<file path="src/rtl/seq_mult_if.sv">
// Start/done handshake bundle for the sequential multiplier.
// The requester drives the operands and start; the multiplier returns
// busy/done, the 2M-bit product and the ALU flags.
interface seq_mult_if #(
  parameter int M = 4
);
  logic           start;
  logic           sgn;
  logic [M-1:0]   A;
  logic [M-1:0]   B;
  logic           busy;
  logic           done;
  logic [2*M-1:0] R;
  logic           C;
  logic           N;
  logic           V;
  logic           Z;

  modport master (
    output start, sgn, A, B,
    input  busy, done, R, C, N, V, Z
  );

  modport slave (
    input  start, sgn, A, B,
    output busy, done, R, C, N, V, Z
  );
endinterface

</file>
<file path="src/rtl/seq_mult.sv">
// Sequential radix-2 shift-add multiplier, M x M -> 2M bits in M cycles.
// Signed mode uses sign-corrected shift-add: the multiplicand is sign
// extended to 2M bits and the partial product of the multiplier MSB is
// subtracted instead of added (its weight is -2^(M-1)). All arithmetic
// is modulo 2^(2M), which is exact because every product fits in 2M bits.
module seq_mult #(
  parameter int M = 4
) (
  input  logic       clk,
  input  logic       rst_n,
  seq_mult_if.slave  bus
);

  localparam int W  = 2 * M;
  localparam int CW = (M > 2) ? $clog2(M) : 1;

  typedef enum logic [1:0] {
    IDLE = 2'd0,
    RUN  = 2'd1,
    DONE = 2'd2
  } state_t;

  state_t state, state_nxt;

  // Latched operation and running datapath state
  logic                sgn_p0;
  logic [CW-1:0]       cnt_p0;
  logic signed [W-1:0] acc_p0;
  logic signed [W-1:0] mcand_p0;
  logic [M-1:0]        mplr_p0;

  // Registered results, only updated on the DONE-entry edge
  logic [W-1:0]        r_q;
  logic                c_q;
  logic                n_q;
  logic                v_q;
  logic                z_q;

  logic signed [W-1:0] a_ext;
  logic signed [W-1:0] addend;
  logic signed [W-1:0] acc_nxt;
  logic                last;
  logic [3:0]          flags_nxt;

  // Flags for the ALU flag register: {C, N, V, Z}.
  // Signed overflow means the top M+1 bits are not a pure sign extension.
  function automatic logic [3:0] flags_of(input logic s, input logic [W-1:0] r);
    logic       c;
    logic       n;
    logic       v;
    logic       z;
    logic [M:0] top;
    top = r[W-1:M-1];
    c   = ~s & (|r[W-1:M]);
    n   = s & r[W-1];
    v   = s ? ~((&top) | ~(|top)) : c;
    z   = ~(|r);
    return {c, n, v, z};
  endfunction

  // Step arithmetic: add (or, for the signed MSB step, subtract) the shifted multiplicand
  always_comb begin
    a_ext     = {{M{bus.sgn & bus.A[M-1]}}, bus.A};
    last      = (cnt_p0 == CW'(M - 1));
    addend    = mplr_p0[0] ? mcand_p0 : '0;
    acc_nxt   = (sgn_p0 && last) ? (acc_p0 - addend) : (acc_p0 + addend);
    flags_nxt = flags_of(sgn_p0, acc_nxt);
  end

  // State register
  always_ff @(posedge clk or negedge rst_n) begin
    if (!rst_n) begin
      state <= IDLE;
    end else begin
      state <= state_nxt;
    end
  end

  // Next-state logic: start only honoured in IDLE, DONE always lasts one cycle
  always_comb begin
    state_nxt = state;
    case (state)
      IDLE:    if (bus.start) state_nxt = RUN;
      RUN:     if (last)      state_nxt = DONE;
      DONE:    state_nxt = IDLE;
      default: state_nxt = IDLE;
    endcase
  end

  // Stage p0: operand latch at start, then one partial-product step per RUN cycle
  always_ff @(posedge clk or negedge rst_n) begin
    if (!rst_n) begin
      sgn_p0   <= 1'b0;
      cnt_p0   <= '0;
      acc_p0   <= '0;
      mcand_p0 <= '0;
      mplr_p0  <= '0;
    end else begin
      case (state)
        IDLE: begin
          if (bus.start) begin
            sgn_p0   <= bus.sgn;
            cnt_p0   <= '0;
            acc_p0   <= '0;
            mcand_p0 <= a_ext;
            mplr_p0  <= bus.B;
          end
        end
        RUN: begin
          acc_p0   <= acc_nxt;
          mcand_p0 <= mcand_p0 <<< 1;
          mplr_p0  <= mplr_p0 >> 1;
          cnt_p0   <= cnt_p0 + CW'(1);
        end
        default: begin
        end
      endcase
    end
  end

  // Result stage: capture product and flags on the edge that enters DONE
  always_ff @(posedge clk or negedge rst_n) begin
    if (!rst_n) begin
      r_q <= '0;
      c_q <= 1'b0;
      n_q <= 1'b0;
      v_q <= 1'b0;
      z_q <= 1'b0;
    end else if (state == RUN && last) begin
      r_q <= acc_nxt;
      {c_q, n_q, v_q, z_q} <= flags_nxt;
    end
  end

  assign bus.busy = (state == RUN);
  assign bus.done = (state == DONE);
  assign bus.R    = r_q;
  assign bus.C    = c_q;
  assign bus.N    = n_q;
  assign bus.V    = v_q;
  assign bus.Z    = z_q;

endmodule

</file>
<file path="src/flat_wrapper.sv">
// flat-port wrapper written by rule: the top's interface ports become plain ports
module seq_mult_flat 
#(
  parameter int M = 4
)
  (clk, rst_n, bus_start, bus_sgn, bus_A, bus_B, bus_busy, bus_done, bus_R, bus_C, bus_N, bus_V, bus_Z);
  seq_mult_if #(.M(M)) bus_i ();
  input  logic clk;
  input  logic rst_n;
  input wire logic [$bits(bus_i.start)-1:0] bus_start;
  input wire logic [$bits(bus_i.sgn)-1:0] bus_sgn;
  input wire logic [$bits(bus_i.A)-1:0] bus_A;
  input wire logic [$bits(bus_i.B)-1:0] bus_B;
  output wire logic [$bits(bus_i.busy)-1:0] bus_busy;
  output wire logic [$bits(bus_i.done)-1:0] bus_done;
  output wire logic [$bits(bus_i.R)-1:0] bus_R;
  output wire logic [$bits(bus_i.C)-1:0] bus_C;
  output wire logic [$bits(bus_i.N)-1:0] bus_N;
  output wire logic [$bits(bus_i.V)-1:0] bus_V;
  output wire logic [$bits(bus_i.Z)-1:0] bus_Z;
  assign bus_i.start = bus_start;
  assign bus_i.sgn = bus_sgn;
  assign bus_i.A = bus_A;
  assign bus_i.B = bus_B;
  assign bus_busy = bus_i.busy;
  assign bus_done = bus_i.done;
  assign bus_R = bus_i.R;
  assign bus_C = bus_i.C;
  assign bus_N = bus_i.N;
  assign bus_V = bus_i.V;
  assign bus_Z = bus_i.Z;
  seq_mult #(.M(M)) u_core (.clk(clk), .rst_n(rst_n), .bus(bus_i));
endmodule
</file>
<file path="config.mk">
export PLATFORM = sky130hd
export DESIGN_NAME = seq_mult_flat
export DESIGN_NICKNAME = d
export VERILOG_FILES = /design/src/rtl/seq_mult_if.sv /design/src/rtl/seq_mult.sv /design/src/flat_wrapper.sv
export SDC_FILE = /design/constraint.sdc
export NUM_CORES = 1
export LEC_CHECK = 0
export CAP_MARGIN = 20
export CORE_UTILIZATION = 45
export CTS_CLUSTER_SIZE = 8
export DETAILED_ROUTE_END_ITERATION = 6
export DONT_BUFFER_PORTS = 1
export PLACE_DENSITY = 0.58
export SLEW_MARGIN = 5
export SYNTH_ARGS = -nofsm -noshare
export SYNTH_HDL_FRONTEND = slang
export SYNTH_SLANG_ARGS = --single-unit
export TNS_END_PERCENT = 100
</file>
<file path="constraint.sdc">
create_clock -name clk -period 6.6 [get_ports clk]
set_clock_uncertainty 0.15 [all_clocks]
set_input_delay 1.32 -clock clk [delete_from_list [all_inputs] [get_ports clk]]
set_output_delay 1.32 -clock clk [all_outputs]
set_load 0.02 [all_outputs]
</file>
# Word-level counts from Yosys, hierarchy flattened
# Cells that the tools add are included.
# W data, S select, Z words.
[op_classes] add_sub_neg=3 eq_ne=5 muxes=14 bitwise=8 reduce_logical=11
[op_table] operator="$mux W8" n=4
[op_table] operator="$pmux W8 S2" n=2
[op_table] operator="$add A8 B8 Y8" n=1
[op_table] operator="$pmux W2 S2" n=2
[op_table] operator="$pmux W4 S2" n=1
[op_table] operator="$reduce_or A8 Y1" n=1
[op_table] operator="$sub A8 B8 Y8" n=1
[op_table] operator="$mux W2" n=3
[op_table] operator="$reduce_and A2 Y1" n=3
[op_table] operator="$reduce_and A5 Y1" n=1
[op_table] operator="$reduce_or A5 Y1" n=1
[op_table] operator="$eq A2 B2 Y1 const B" n=2
[op_table] operator="$mux W4" n=1
[op_table] operator="$not A1 Y1" n=4
[op_table] operator="$reduce_or A4 Y1" n=1
[op_table] operator="$and A1 B1 Y1" n=3
[op_table] operator="$add A2 B1 Y2 const B" n=1
[op_table] operator="$eq A2 B1 Y1 const B" n=1
[op_table] operator="$logic_and A1 B1 Y1" n=2
[op_table] operator="$logic_not A2 Y1" n=1
[op_table] operator="$ne A2 B1 Y1 const B" n=1
[op_table] operator="$ne A2 B2 Y1 const B" n=1
[op_table] operator="$reduce_bool A2 Y1" n=1
[op_table] operator="$mux W1" n=1
[op_table] operator="$or A1 B1 Y1" n=1
[totals] ff_bits=37 in_bits=12 output_inout_bits=14 elab_cells=52

# Depth between registers and ports, before layout
[depth] ltp_word=8 ltp_mapped=13 depth_no_buf=13

# Worst setup path before layout
# No wires, ideal clock.
[synth_path] kind="register -> register" start="register u_core.cnt_p0[0]" end="register u_core.v_q, in the netlist u_core.bus.V" setup_time_ps=133 t_arrival_ps=2468 setup_slack_ps=3849 stages_incl_launch_ff=14 path_buffers=0 period_less_slack_ps=2751 cell_sequence="dfrtp_1 ha_1 nand2_1 nand2_1 xnor2_1 nand2_1 fa_1 a211oi_1 nor2_1 a21o_1 a21oi_1 xor2_1 nor4b_1 a211oi_1"
[synth_via] elab_chain_cells=8
[synth_lines] element="start: declaration" line_no="seq_mult.sv:27" source="logic [CW-1:0] cnt_p0;"
[synth_lines] element="start signal: assignment" line_no="seq_mult.sv:113" source="cnt_p0 <= cnt_p0 + CW'(1);"
[synth_lines] element="$eq A2 B2 Y1 (*)" line_no="seq_mult.sv:64" source="last = (cnt_p0 == CW'(M - 1));"
[synth_lines] element="$logic_and A1 B1 Y1" line_no="seq_mult.sv:66" source="acc_nxt = (sgn_p0 && last) ? (acc_p0 - addend) : (acc_p0 + addend);"
[synth_lines] element="$mux W8" line_no="seq_mult.sv:66"
[synth_lines] element="$reduce_or A5 Y1" line_no="seq_mult.sv:56" source="v = s ? ~((&top) | ~(|top)) : c;"
[synth_lines] element="$not A1 Y1" line_no="seq_mult.sv:56"
[synth_lines] element="$or A1 B1 Y1" line_no="seq_mult.sv:56"
[synth_lines] element="$not A1 Y1" line_no="seq_mult.sv:56"
[synth_lines] element="$mux W1" line_no="seq_mult.sv:56"
[synth_lines] element="end signal: assignment" line_no="seq_mult.sv:131" source="{c_q, n_q, v_q, z_q} <= flags_nxt;"
[synth_lines] element="end: declaration" line_no="seq_mult.sv:36" source="logic v_q;"
# Every way passes the cells marked *; elsewhere a longest branch is shown, timed or not.
# A chain may end at the register's enable or synchronous reset.

# Worst setup path in the final report
[layout_path] start="register u_core.state[1]" end="output port bus_busy"
[layout_via] elab_chain_cells=1
[layout_lines] element="start: declaration" line_no="seq_mult.sv:23" source="state_t state, state_nxt;"
[layout_lines] element="start signal: assignment" line_no="seq_mult.sv:75" source="state <= state_nxt;"
[layout_lines] element="$eq A2 B1 Y1" line_no="seq_mult.sv:135" source="assign bus.busy = (state == RUN);"
[layout_lines] element="end: declaration" line_no="flat_wrapper.sv:14" source="output wire logic [$bits(bus_i.busy)-1:0] bus_busy;"
# Every way passes these cells.

==> summary.txt <==
Timing
  – Worst-Margin Slew: 0.6967 ns
  – Final hold vios: 0
  – Final setup fails: 0
  – RSZ-0062 raised after global routing: false
  – Max-Slew Margin vs Limit: 0.5355
  – Highest Clock Rate: 0.3028 GHz
  – Hold slack: 0.3456 ns
  – Setup TNS: 0 ns
  – Fin. max-slew vios: 0
  – Fin crit share: 0.5005
  – Tmin final: 3.303 ns

Global route
  – Wire length of the first global-routing pass: 6.782 mm
  – Pin count of the biggest net entering global routing: 38
  – Total global routing overflow: 0
  – GRT Util Overall: 0.1992
  – Vias in the first global route: 1521
  – Initial antenna violation count: 0

Yosys
  – Mux share of post-synthesis cell area: 0.03042
  – Largest family of logic cells by synthesized area: simple AND/OR/NAND/NOR gates
  – Sequential area share after synthesis: 0.4689
  – Compound-cell area share of the yosys netlist: 0.1508
  – Synth Flop Type: dfrtp_1
  – Cells after Synth: 215
  – Post-synth EDFFs: 0
  – Adder-Cell Fraction of Synth Area: 0.06084
  – Synthesized flop and latch total: 37
  – Synth top area cells: dfrtp_1 47%, nand2_1 10%, ha_1 5.1%
  – Count leader, synth: nand2_1
  – Syn Std Cell Area: 1974 um2
  – Commonest cells in the netlist: 53 x nand2_1, 37 x dfrtp_1, 20 x o21ai_0, 13 x nor2_1
  – Yosys top cell by area: dfrtp_1
  – XOR/XNOR share of the synthesized area: 0.06210
  – Yosys warnings: 0
  – Fraction of registers with async set/reset: 1.000
  – Synth cell types: 36
  – Post-Synth Simple-Gate Area: 0.1926
  – Area share of the largest cell type after synthesis: 0.4689
  – Syn_area_per_cell: 9.183 um2
  – Mapped Nets: 236

Place
  – # placed instances: 257
  – Port bufs: 0
  – Post-DP HPWL: 2.839 mm
  – Final GP Congestion: 0.7601

Clock network
  – Reg clk slew, reported paths: 0.07 ns
  – Clock root buffer: clkbuf_8
  – H-tree level count: 2
  – Clk Latency, worst-skew pair: 0.29 ns
  – CTS tree: yes
  – CTS Buffer Depth: 2
  – Post-CTS Resized: 0
  – Clk sink count: 37
  – Post-CTS setup repair buffer count: 0
  – CTS Buf Count: 5
  – Hold Buf Count CTS: 0

Worst hold path
  – Worst Hold Launch: u_core.mplr_p0[3]$_DFFE_PN0P_
  – Hold Path Class: reg -> reg
  – Worst Hold End: u_core.mplr_p0[2]$_DFFE_PN0P_
  – Min-Delay Path Depth: 2

Finish
  – Area delta synth->final: 6.210%
  – Area of the multi-input gates: 980.9 um2
  – ANT cells: 0
  – # fillers: 395
  – Nets@finish: 235
  – Layout cell share with drive strength beyond 1: 0.06047
  – Register Area: 925.9 um2
  – Final Non-Filler Cells: 265
  – Utilization after layout: 0.5096

Worst setup path
  – Worst path arrival time: 1.83 ns
  – R2R setup slack: 3.43 ns
  – Worst path bufs/invs: 1
  – Reg2Reg Capture Point: u_core.bus.V$_DFFE_PN0P_
  – CP Data Required Time: 5.13 ns
  – Critical path launch point type: register
  – Kind of critical path: reg -> out
  – CP Capture Type: output pin
  – Crit-path max cell delay: 0.68 ns
  – Crit path max fanout: 21
  – Reg-to-Reg Start: u_core.cnt_p0[0]$_DFFE_PN0P_
  – Slowest library cell on the worst path: inv_1
  – Top delay family on crit path: buffers and inverters
  – R2r worst-path depth: 13
  – CP Cell Sequence: nand2b_1 -> inv_1

Outcome
  – Status: finished clean

Route
  – DRT Wirelength: 3.842 mm
  – Routed vias: 1487
  – DRT iter0 DRCs: 55
  – Detail Route Antenna Nets: 0
  – DRT Pass-1 Iters: 4
  – Drt via density: 5.611
  – Wire per inst: 14.50 um
  – DR DRC count: 0

Floorplanning
  – Die area: 4657 um2
  – Die width: 68.24 um
  – Io pins: 26
  – # rows: 23
  – Core Box Area: 4115 um2
  – Initial Utilization: 0.4798
  – Die H: 68.24 um

Job
  – Total of max-cap violations: 0
==> metal layers <==
| layer | vias to the layer above | part of all wire | global-route usage |
|---|---|---|---|
| met3 | 9 | 0.047 | 0.05333 |
| met5 | - | 0 | 0 |
| met2 | 36 | 0.47 | 0.3333 |
| met4 | 0 | 0.017 | 0.08073 |
| li1 | 733 | - | - |
| met1 | 709 | 0.47 | 0.2403 |
==> per-stage QoR <==
stage                     worst slack [ns]  cell area [um2]
final                                3.297             2097
after global routing                 3.099             2097
after detailed placement             3.432             2007
after global placement               3.532             2007
after floorplan                      3.849             1974
after CTS                            3.293             2097
==> cells in the final DEF (no fill, tap or decap), types with 2 or more instances in the layout <==
master    count
nor2b_1       3
nor3_1        3
o22ai_1       7
nor2_1       13
xor2_1        6
nand2b_1      2
xnor2_1       8
mux2i_1       6
clkbuf_8      5
a22oi_1       4
dfrtp_1      37
inv_1         8
a21o_1        2
o31ai_1       2
a211oi_1      2
ha_1          8
a21oi_1       5
nand2_1      53
o21ai_0      20
nand3_1       2
==> tightest hold or removal path: cells and delay by family (launching register included) <==
kind,cells,cell delay [ns]
DFF,1,0.36
and+or+nand+nor,1,0.05
AOI/OAI and AO/OA,1,0.06
==> cells by family (layout without fill, tap and decap cells) <==
family | after synthesis | count (layout)
AO/OA/AOI/OAI | 49 | 49
flip-flops | 37 | 37
AND/OR/NAND/NOR | 83 | 83
buffers and inverters | 17 | 17
XOR/XNOR | 14 | 14
multiplexers | 6 | 6
adder cells (fa/ha/maj) | 9 | 9
==> state kept, by name, summed over array words and instances (netlist names) <==
signal and count:
u_core.state 2, u_core.bus.N 1, u_core.bus.V 1, u_core.bus.C 1, u_core.mcand_p0 8, u_core.mplr_p0 4
u_core.cnt_p0 2, u_core.bus.R 8, u_core.bus.Z 1, u_core.sgn_p0 1, u_core.acc_p0 8
==> how the worst max path moves through the flow <==
stage                                 start                        to  slack, ns  depth (start not counted)
6_report        u_core.state[1]$_DFFE_PN0P_                  bus_busy       3.30                          2
5_1_grt         u_core.state[1]$_DFFE_PN0P_                  bus_busy       3.10                          2
4_1_cts         u_core.state[1]$_DFFE_PN0P_                  bus_busy       3.29                          2
3_5_place_dp   u_core.cnt_p0[0]$_DFFE_PN0P_  u_core.bus.V$_DFFE_PN0P_       3.43                         13
3_3_place_gp   u_core.cnt_p0[0]$_DFFE_PN0P_  u_core.bus.V$_DFFE_PN0P_       3.53                         13
2_1_floorplan  u_core.cnt_p0[0]$_DFFE_PN0P_  u_core.bus.V$_DFFE_PN0P_       3.85                         13
==> area by class of cell <==
cell class | instances | share of cell area
clock buffers | 5 | 0.03282
clock inverters | 3 | 0.01014
repair buffers | 1 | 0.003580
inverters | 8 | 0.01432
multi-input cells | 161 | 0.4678
well taps | 50 | 0.02983
flip-flops and latches | 37 | 0.4415
Power is not shown: default switching activity piles up to over one toggle a cycle in this logic, so the estimate is an artifact.
